==> src/rtl/masked_pkg.sv <==
// Shared types and encodings for the masked Boolean gate datapath.
package masked_pkg;

  localparam int unsigned DATA_W = 8;
  localparam int unsigned OP_W   = 2;

  typedef enum logic [OP_W-1:0] {
    OP_AND  = 2'b00,
    OP_OR   = 2'b01,
    OP_XOR  = 2'b10,
    OP_XNOR = 2'b11
  } op_e;

  // Two-share representation of one DATA_W-bit value (value = s0 ^ s1).
  typedef struct packed {
    logic [DATA_W-1:0] s1;
    logic [DATA_W-1:0] s0;
  } share_t;

  function automatic int unsigned rnd_width(input int unsigned width);
    return 3 * width;
  endfunction

endpackage

==> src/rtl/dom_and2.sv <==
// WIDTH-bit two-share DOM AND; inner and cross-domain products are registered together.
module dom_and2 #(
  parameter int unsigned WIDTH = 8
) (
  input  logic             clk,
  input  logic             rst_n,
  input  logic             en,
  input  logic [WIDTH-1:0] x0,
  input  logic [WIDTH-1:0] x1,
  input  logic [WIDTH-1:0] y0,
  input  logic [WIDTH-1:0] y1,
  input  logic [WIDTH-1:0] r,
  output logic [WIDTH-1:0] z0_c,
  output logic [WIDTH-1:0] z1_c
);

  logic [WIDTH-1:0] inner0_q, inner0_d, inner1_q, inner1_d;
  logic [WIDTH-1:0] cross0_q, cross0_d, cross1_q, cross1_d;

  always_comb begin
    inner0_d = inner0_q;
    inner1_d = inner1_q;
    cross0_d = cross0_q;
    cross1_d = cross1_q;
    if (en) begin
      inner0_d = x0 & y0;
      inner1_d = x1 & y1;
      cross0_d = (x0 & y1) ^ r;
      cross1_d = (x1 & y0) ^ r;
    end
  end

  always_ff @(posedge clk) begin
    if (!rst_n) begin
      inner0_q <= '0;
      inner1_q <= '0;
      cross0_q <= '0;
      cross1_q <= '0;
    end else begin
      inner0_q <= inner0_d;
      inner1_q <= inner1_d;
      cross0_q <= cross0_d;
      cross1_q <= cross1_d;
    end
  end

  // Recombination only ever mixes registers of the same domain.
  assign z0_c = inner0_q ^ cross0_q;
  assign z1_c = inner1_q ^ cross1_q;

endmodule

==> src/rtl/masked_gate_pipe.sv <==
// Pipelined two-share masked AND/OR/XOR/XNOR gate with valid/ready handshakes.
module masked_gate_pipe
  import masked_pkg::*;
#(
  parameter int unsigned WIDTH = DATA_W
) (
  input  logic                          clk,
  input  logic                          rst_n,
  input  logic                          in_valid,
  output logic                          in_ready,
  input  logic [1:0]                    op,
  input  logic [WIDTH-1:0]              a0,
  input  logic [WIDTH-1:0]              a1,
  input  logic [WIDTH-1:0]              b0,
  input  logic [WIDTH-1:0]              b1,
  input  logic [rnd_width(WIDTH)-1:0]   rnd,
  output logic                          out_valid,
  input  logic                          out_ready,
  output logic [WIDTH-1:0]              y0,
  output logic [WIDTH-1:0]              y1
);

  logic advance, accept, en2, en3, inv;
  op_e  op_in, op1_q, op1_d, op2_q, op2_d;
  logic v1_q, v1_d, v2_q, v2_d, ov_q, ov_d;
  logic [WIDTH-1:0] r0, r1, r2, r2_q, r2_d;
  logic [WIDTH-1:0] pa0, pa1, pb0, pb1, qa0, qa1, qb0, qb1, rq;
  logic [WIDTH-1:0] p0_c, p1_c, q0_c, q1_c, f0_c, f1_c;
  logic [WIDTH-1:0] lin0_q, lin0_d, lin1_q, lin1_d, y0_q, y0_d, y1_q, y1_d;

  assign op_in = op_e'(op);
  assign r0 = rnd[WIDTH-1:0];
  assign r1 = rnd[2*WIDTH-1:WIDTH];
  assign r2 = rnd[3*WIDTH-1:2*WIDTH];

  // Global stall: every stage moves only when the output slot frees up.
  assign advance  = ~ov_q | out_ready;
  assign in_ready = advance;
  assign accept   = in_valid & advance;
  assign en2      = advance & v1_q;
  assign en3      = advance & v2_q;
  assign inv      = (op2_q == OP_OR) || (op2_q == OP_XNOR);

  // Stage-1 operand selection; masked negation flips share 0 only.
  always_comb begin
    pa0 = a0;
    pa1 = a1;
    pb0 = b0;
    pb1 = b1;
    qa0 = '0;
    qa1 = '0;
    qb0 = '0;
    qb1 = '0;
    rq  = '0;
    case (op_in)
      OP_AND: ;
      OP_OR: begin
        pa0 = ~a0;
        pb0 = ~b0;
      end
      default: begin
        pa0 = ~a0;
        qa0 = a0;
        qa1 = a1;
        qb0 = ~b0;
        qb1 = b1;
        rq  = r1;
      end
    endcase
  end

  dom_and2 #(.WIDTH(WIDTH)) u_dom_p (
    .clk(clk), .rst_n(rst_n), .en(accept),
    .x0(pa0), .x1(pa1), .y0(pb0), .y1(pb1), .r(r0),
    .z0_c(p0_c), .z1_c(p1_c)
  );

  dom_and2 #(.WIDTH(WIDTH)) u_dom_q (
    .clk(clk), .rst_n(rst_n), .en(accept),
    .x0(qa0), .x1(qa1), .y0(qb0), .y1(qb1), .r(rq),
    .z0_c(q0_c), .z1_c(q1_c)
  );

  dom_and2 #(.WIDTH(WIDTH)) u_dom_f (
    .clk(clk), .rst_n(rst_n), .en(en2),
    .x0(p0_c), .x1(p1_c), .y0(q0_c), .y1(q1_c), .r(r2_q),
    .z0_c(f0_c), .z1_c(f1_c)
  );

  always_comb begin
    v1_d   = v1_q;
    v2_d   = v2_q;
    ov_d   = ov_q;
    r2_d   = r2_q;
    op1_d  = op1_q;
    op2_d  = op2_q;
    lin0_d = lin0_q;
    lin1_d = lin1_q;
    y0_d   = y0_q;
    y1_d   = y1_q;
    if (advance) begin
      v1_d = in_valid;
      v2_d = v1_q;
      ov_d = v2_q;
    end
    if (accept) begin
      r2_d  = r2;
      op1_d = op_in;
    end
    if (en2) begin
      lin0_d = p0_c ^ q0_c;
      lin1_d = p1_c ^ q1_c;
      op2_d  = op1_q;
    end
    if (en3) begin
      y0_d = lin0_q ^ f0_c ^ {WIDTH{inv}};
      y1_d = lin1_q ^ f1_c;
    end
  end

  always_ff @(posedge clk) begin
    if (!rst_n) begin
      v1_q   <= 1'b0;
      v2_q   <= 1'b0;
      ov_q   <= 1'b0;
      r2_q   <= '0;
      op1_q  <= OP_AND;
      op2_q  <= OP_AND;
      lin0_q <= '0;
      lin1_q <= '0;
      y0_q   <= '0;
      y1_q   <= '0;
    end else begin
      v1_q   <= v1_d;
      v2_q   <= v2_d;
      ov_q   <= ov_d;
      r2_q   <= r2_d;
      op1_q  <= op1_d;
      op2_q  <= op2_d;
      lin0_q <= lin0_d;
      lin1_q <= lin1_d;
      y0_q   <= y0_d;
      y1_q   <= y1_d;
    end
  end

  assign out_valid = ov_q;
  assign y0        = y0_q;
  assign y1        = y1_q;

endmodule
==> config.mk <==
export PLATFORM = sky130hd
export DESIGN_NAME = masked_gate_pipe
export DESIGN_NICKNAME = d
export VERILOG_FILES = /design/src/rtl/masked_pkg.sv /design/src/rtl/dom_and2.sv /design/src/rtl/masked_gate_pipe.sv
export SDC_FILE = /design/constraint.sdc
export NUM_CORES = 1
export LEC_CHECK = 0
export CAP_MARGIN = 20
export CORE_MARGIN = 8
export CORE_UTILIZATION = 40
export CTS_CLUSTER_DIAMETER = 30
export DETAILED_ROUTE_END_ITERATION = 10
export HOLD_SLACK_MARGIN = 0.12
export MAX_ROUTING_LAYER = met4
export PLACE_DENSITY_LB_ADDON = 0.1
export SKIP_LAST_GASP = 1
export SYNTH_ARGS = -nofsm -noshare
export SYNTH_HDL_FRONTEND = slang
export SYNTH_HIERARCHICAL = 1
export SYNTH_SLANG_ARGS = --single-unit
==> constraint.sdc <==
create_clock -name clk -period 1.6 [get_ports clk]
set_input_delay 0.32 -clock clk [delete_from_list [all_inputs] [get_ports clk]]
set_output_delay 0.32 -clock clk [all_outputs]
set_load 0.01 [all_outputs]
## After elaboration in Yosys (flattened, before gate mapping)

Cells that the tools add are included.

- Bitwise operators: 36
- Muxes and demuxes: 7
- Equality and inequality tests: 3
- Reductions and logical operators: 3

Operators with widths:

| cell | count |
|---|---|
| $xor A8 B8 Y8 | 17 |
| $and A8 B8 Y8 | 12 |
| $mux W8 | 7 |
| $not A8 Y8 | 2 |
| $eq A2 B1 Y1 const B | 2 |
| $and A1 B1 Y1 | 3 |
| $eq A2 B2 Y1 const B | 1 |
| $logic_not A2 Y1 | 1 |
| $reduce_or A2 Y1 | 1 |
| $logic_or A1 B1 Y1 | 1 |
| $not A1 Y1 | 1 |
| $or A1 B1 Y1 | 1 |

- Output and inout port bits: 18
- Flip-flop bits (word level): 143
- Word-level logic and storage cells: 71

## Depth between registers and ports, before layout

Gate-level depths: netlist (run 1).

- Depth in word-level cells: 5
- Mapped depth: 10

## By module

Netlist (run 1), hierarchy kept.

By module, submodules not included:

| module | area an instance (sq um) | sequential area each (sq um) | times used | cells an instance |
|---|---|---|---|---|
| dom_and2 | 1,739.2 | 640.6 | 3 | 179 |
| masked_gate_pipe | 2,393.5 | 900.9 | 1 | 277 |

## Least setup slack after synthesis (run 1)

OpenSTA, ideal clock, no wires.

- Kind: register -> register
- From: register ov_q (netlist: out_valid)
- To: register u_dom_p.cross0_q[7]
- Stages on the path, launching flop included: 11
- Required time: 1,521 ps
- Setup time: 79 ps
- Buffers on the path: 4
- Setup slack: -116 ps
- Arrival: 1,637 ps
- Path through: dfxtp_1 nor2b_4 inv_2 buf_4 buf_2 nand2_1 inv_1 buf_6 buf_6 and4_1 a211oi_2

- Cells in the longest elaborated chain, start to end: 3

Ends and longest elaborated chain:

| item | line | RTL |
|---|---|---|
| from (decl) | masked_gate_pipe.sv:25 | `logic v1_q, v1_d, v2_q, v2_d, ov_q, ov_d;` |
| from (signal assigned) | masked_gate_pipe.sv:136 | `ov_q <= ov_d;` |
| $not A1 Y1 | masked_gate_pipe.sv:37 | `assign advance = ~ov_q \| out_ready;` |
| $or A1 B1 Y1 | masked_gate_pipe.sv:37 |  |
| via in_ready | masked_gate_pipe.sv:10 | `output logic in_ready,` |
| $and A1 B1 Y1 | masked_gate_pipe.sv:39 | `assign accept = in_valid & advance;` |
| via accept | masked_gate_pipe.sv:23 | `logic advance, accept, en2, en3, inv;` |
| to (signal assigned) | dom_and2.sv:42 | `cross0_q <= cross0_d;` |
| to (decl) | dom_and2.sv:18 | `logic [WIDTH-1:0] cross0_q, cross0_d, cross1_q, cross1_d;` |

The timed path passes the listed nets, and every way through them passes these cells.
A chain may end at the register's enable or synchronous reset.

## Worst setup path in the final report (run 1)

- From: register ov_q (netlist: out_valid)
- To: output port in_ready

- Cells in the longest elaborated chain, start to end: 2

Ends and longest elaborated chain:

| item | line |
|---|---|
| $not A1 Y1 | masked_gate_pipe.sv:37 |
| $or A1 B1 Y1 | masked_gate_pipe.sv:37 |
| to (decl) | masked_gate_pipe.sv:10 |

Every way passes these cells.

==> impl_metrics.py, run 1 <==
metrics = {
    "status": {
        "status": "finished clean",
    },
    "drt": {
        "drt_iter0_markers": 310,
        "via_per_inst": 5.263,
        "drc_errors": 0,
        "vias": 6000,
        "routed_wl_um": 19190,
        "dr.pass1.iters": 5,
        "wl_per_cell_um": 16.84,
        "ant_nets": 0,
    },
    "logic_synthesis": {
        "yosysTopAreaCell": "dfxtp_1",
        "syn_nets": 876,
        "synthFlopType": "dfxtp_1",
        "synth_compound_area_frac": 0.2196,
        "yosys-top-cells-count": "dfxtp_1 (141), nand2_1 (60), nand3_1 (59)",
        "synth_simple_gate_area_share": 0.2390,
        "synth-async-reset-ratio": 0,
        "postSynthCellCount": 814,
        "synth.most_common_cell": "dfxtp_1",
        "ys_seq_area_frac": 0.3709,
        "syn_avg_cell_area_um2": 9.350,
        "ys_ff_latch": 141,
        "synth_adder_area_share": 0,
        "yosys-top-cells-area": "dfxtp_1 (37%), a211oi_2 (8.2%), xor2_1 (6.4%)",
        "synth_edf_count": 0,
        "synth.area.mux_share": 0,
        "netlist_area_um2": 7611,
        "yosys_warnings": 6,
        "synth_xor_area_frac": 0.1197,
        "post-synth-top-area-fraction": 0.3709,
        "ys_types": 28,
        "synth_top_family_by_area": "simple AND/OR/NAND/NOR gates",
    },
    "min_path": {
        "hp-start": "rst_n",
        "holdCritPathClass": "input port to register",
        "whs_path_depth": 2,
    },
    "die": {
        "start_util": 0.4069,
        "die-area_um2": 23700,
        "core_area_um2": 18710,
        "die_w_um": 153.9,
        "rows": 50,
        "dieHeight_um": 153.9,
        "num_io_pins": 80,
    },
    "clocking": {
        "cts_buffers": 17,
        "htreeDepth": 4,
        "cts_tree": "yes",
        "clk_latency_ns": 0.42,
        "ctsRootBufferMaster": "clkbuf_16",
        "clock_sinks": 141,
        "cts_buffer_depth": 2,
        "cts.clk_slew.worst_paths_ns": 0.06,
        "postCtsSetupBuffers": 0,
    },
    "global_routing": {
        "grt_pass1_wl_um": 31420,
        "grtUsageTotal": 0.1684,
        "globalRouteOverflowTotal": 0,
        "grt_pass1_vias": 6229,
        "grt_start_max_net_pins": 52,
        "antenna_found_initial": 0,
    },
    "timing": {
        "clock.fmax_ghz": 0.6666,
        "finClkSkew_ns": 0.008814,
        "post-route-period-util": 0.9376,
        "setup_viol": 0,
        "relSlewSlack": 0.6084,
        "drv_slew": 0,
        "tns_ns": 0,
        "finalHoldViolations": 0,
        "period_minus_slack_ns": 1.500,
        "grt_setup_unrepaired": "false",
        "hold_ws_ns": 0.3726,
        "worstMarginPinSlew_ns": 0.5854,
    },
    "placement": {
        "dpl_cell_area_um2": 8718,
        "place.gp.congestion": 0.7901,
        "dp_hpwl_um": 14350,
        "portBuffers": 79,
    },
    "power": {
        "totalPowerFinal_mw": 9.508,
        "power_leakage_nw": 3.559,
        "peakVddDrop_mv": 0.7675,
        "powerDensity_nw_per_um2": 1020,
    },
    "cells_and_area": {
        "num-nets-final": 955,
        "num_antenna_cells": 0,
        "drive_gt1_frac": 0.1611,
        "syn_to_final_growth_pct": 22.46,
        "design_area_um2": 9320,
        "final_util": 0.4983,
    },
    "setup_path": {
        "r2r_start": "out_valid",
        "cp-start-kind": "register",
        "startpoint": "out_valid",
        "r2r_slack_ns": 0.12,
        "critPathMaxFanout": 4,
        "worst_ep_arrival_time_ns": 1.18,
        "critPathKind": "register to output pin",
        "required_ns": 1.28,
        "endpoint": "in_ready",
        "r2r_cells": 8,
        "r2r_end": "u_dom_f/cross0_q[0]",
        "worstSetupEndpointType": "output pin",
    },
    "run": {
        "cap_violations": 0,
    },
}
[how the worst min path moves through the flow]
| stage | endpoint | slack (ns) |
|---|---|---|
| after CTS | u_dom_q/inner1_q[7] | 0.36 |
| after detailed placement | y0[0] | 0.47 |
| final | u_dom_f/inner0_q[6] | 0.37 |
| after global routing | u_dom_f/inner0_q[6] | 0.39 |
| after global placement | y0[4] | 0.45 |
| after floorplan | op1_q[0] | 0.45 |
[metal layers]
layer,vias to the layer above,global-route usage,routed length (µm)
li1,3043,-,-
met1,2848,0.1846,8396
met2,96,0.3052,10030
met3,13,0.03307,581
met4,0,0.04620,190
met5,-,-,0
[per-stage QoR]
| step | cells | worst slack [ns] |
|---|---|---|
| 6_report | 1140 | 0.09991 |
| 5_1_grt | 1140 | 0.02728 |
| 4_1_cts | 1140 | -0.03318 |
| 3_5_place_dp | 1108 | -0.4052 |
| 3_3_place_gp | 1108 | -0.3545 |
| 2_1_floorplan | 814 | 0.002832 |
[cell families (layout without fill, tap and decap cells)]
| family | after synthesis | in the layout |
|---|---|---|
| buffers and inverters | 62 | 154 |
| DFF | 141 | 141 |
| xor gates and xnor gates | 104 | 104 |
| and+or+nand+nor | 285 | 285 |
| AOI/OAI and AO/OA | 222 | 222 |
[what timing repair did]
action	4_1_cts	5_1_grt
pin swaps	0	0
hold buffers	0	0
gates resized for setup	20	2
endpoints found under the setup margin	18	26
[placed cells by master (no fill, tap or decap), drive strengths merged]
cell,count
inv,7
xor2,56
nand2,60
a211oi,72
nor2b,33
o21ai,58
bufinv,3
o22ai,8
clkinvlp,3
nand2b,49
clkbuf,21
clkinv,5
dfxtp,141
clkdlybuf4s50,59
xnor2,48
nand3,59
a21oi,36
buf,38
dlygate4sd2,18
a21boi,48
nor2,3
and2,33
and4,48
[where the power goes]
group,internal (mW),total [mW],switching [mW],leakage (nW)
Clock,2.59,4.16,1.57,0.299
Sequential,3.71,3.85,0.141,1.16
Combinational,0.707,1.50,0.798,2.11
[worst max-delay path: stages, from the launching register on]
cell and delay, ns:
dfxtp_2 0.32, nor2b_4 0.14, inv_2 0.04, buf_4 0.13, clkbuf_2 0.12
[layout make-up]
cell class / count / area, µm²
clock inverter: 12 / 161.4
tap: 234 / 292.8
clock buffer: 20 / 466.7
timing repair buffer: 116 / 1149
multi-input combinational: 611 / 4402
inverter: 6 / 25.02
fill: 1740 / 9385
sequential: 141 / 2824
Power figures use the tool's default switching activity.
==> run 2, diff against run 1 <==
--- a/config.mk
+++ b/config.mk
@@ -14,6 +14,7 @@
 export MAX_ROUTING_LAYER = met4
 export PLACE_DENSITY_LB_ADDON = 0.1
 export SKIP_LAST_GASP = 1
+export SLEW_MARGIN = 20
 export SYNTH_ARGS = -nofsm -noshare
 export SYNTH_HDL_FRONTEND = slang
 export SYNTH_HIERARCHICAL = 1
==> results of run 2 <==
Same layout as run 1: the final DEF is identical, and so are final timing and power.
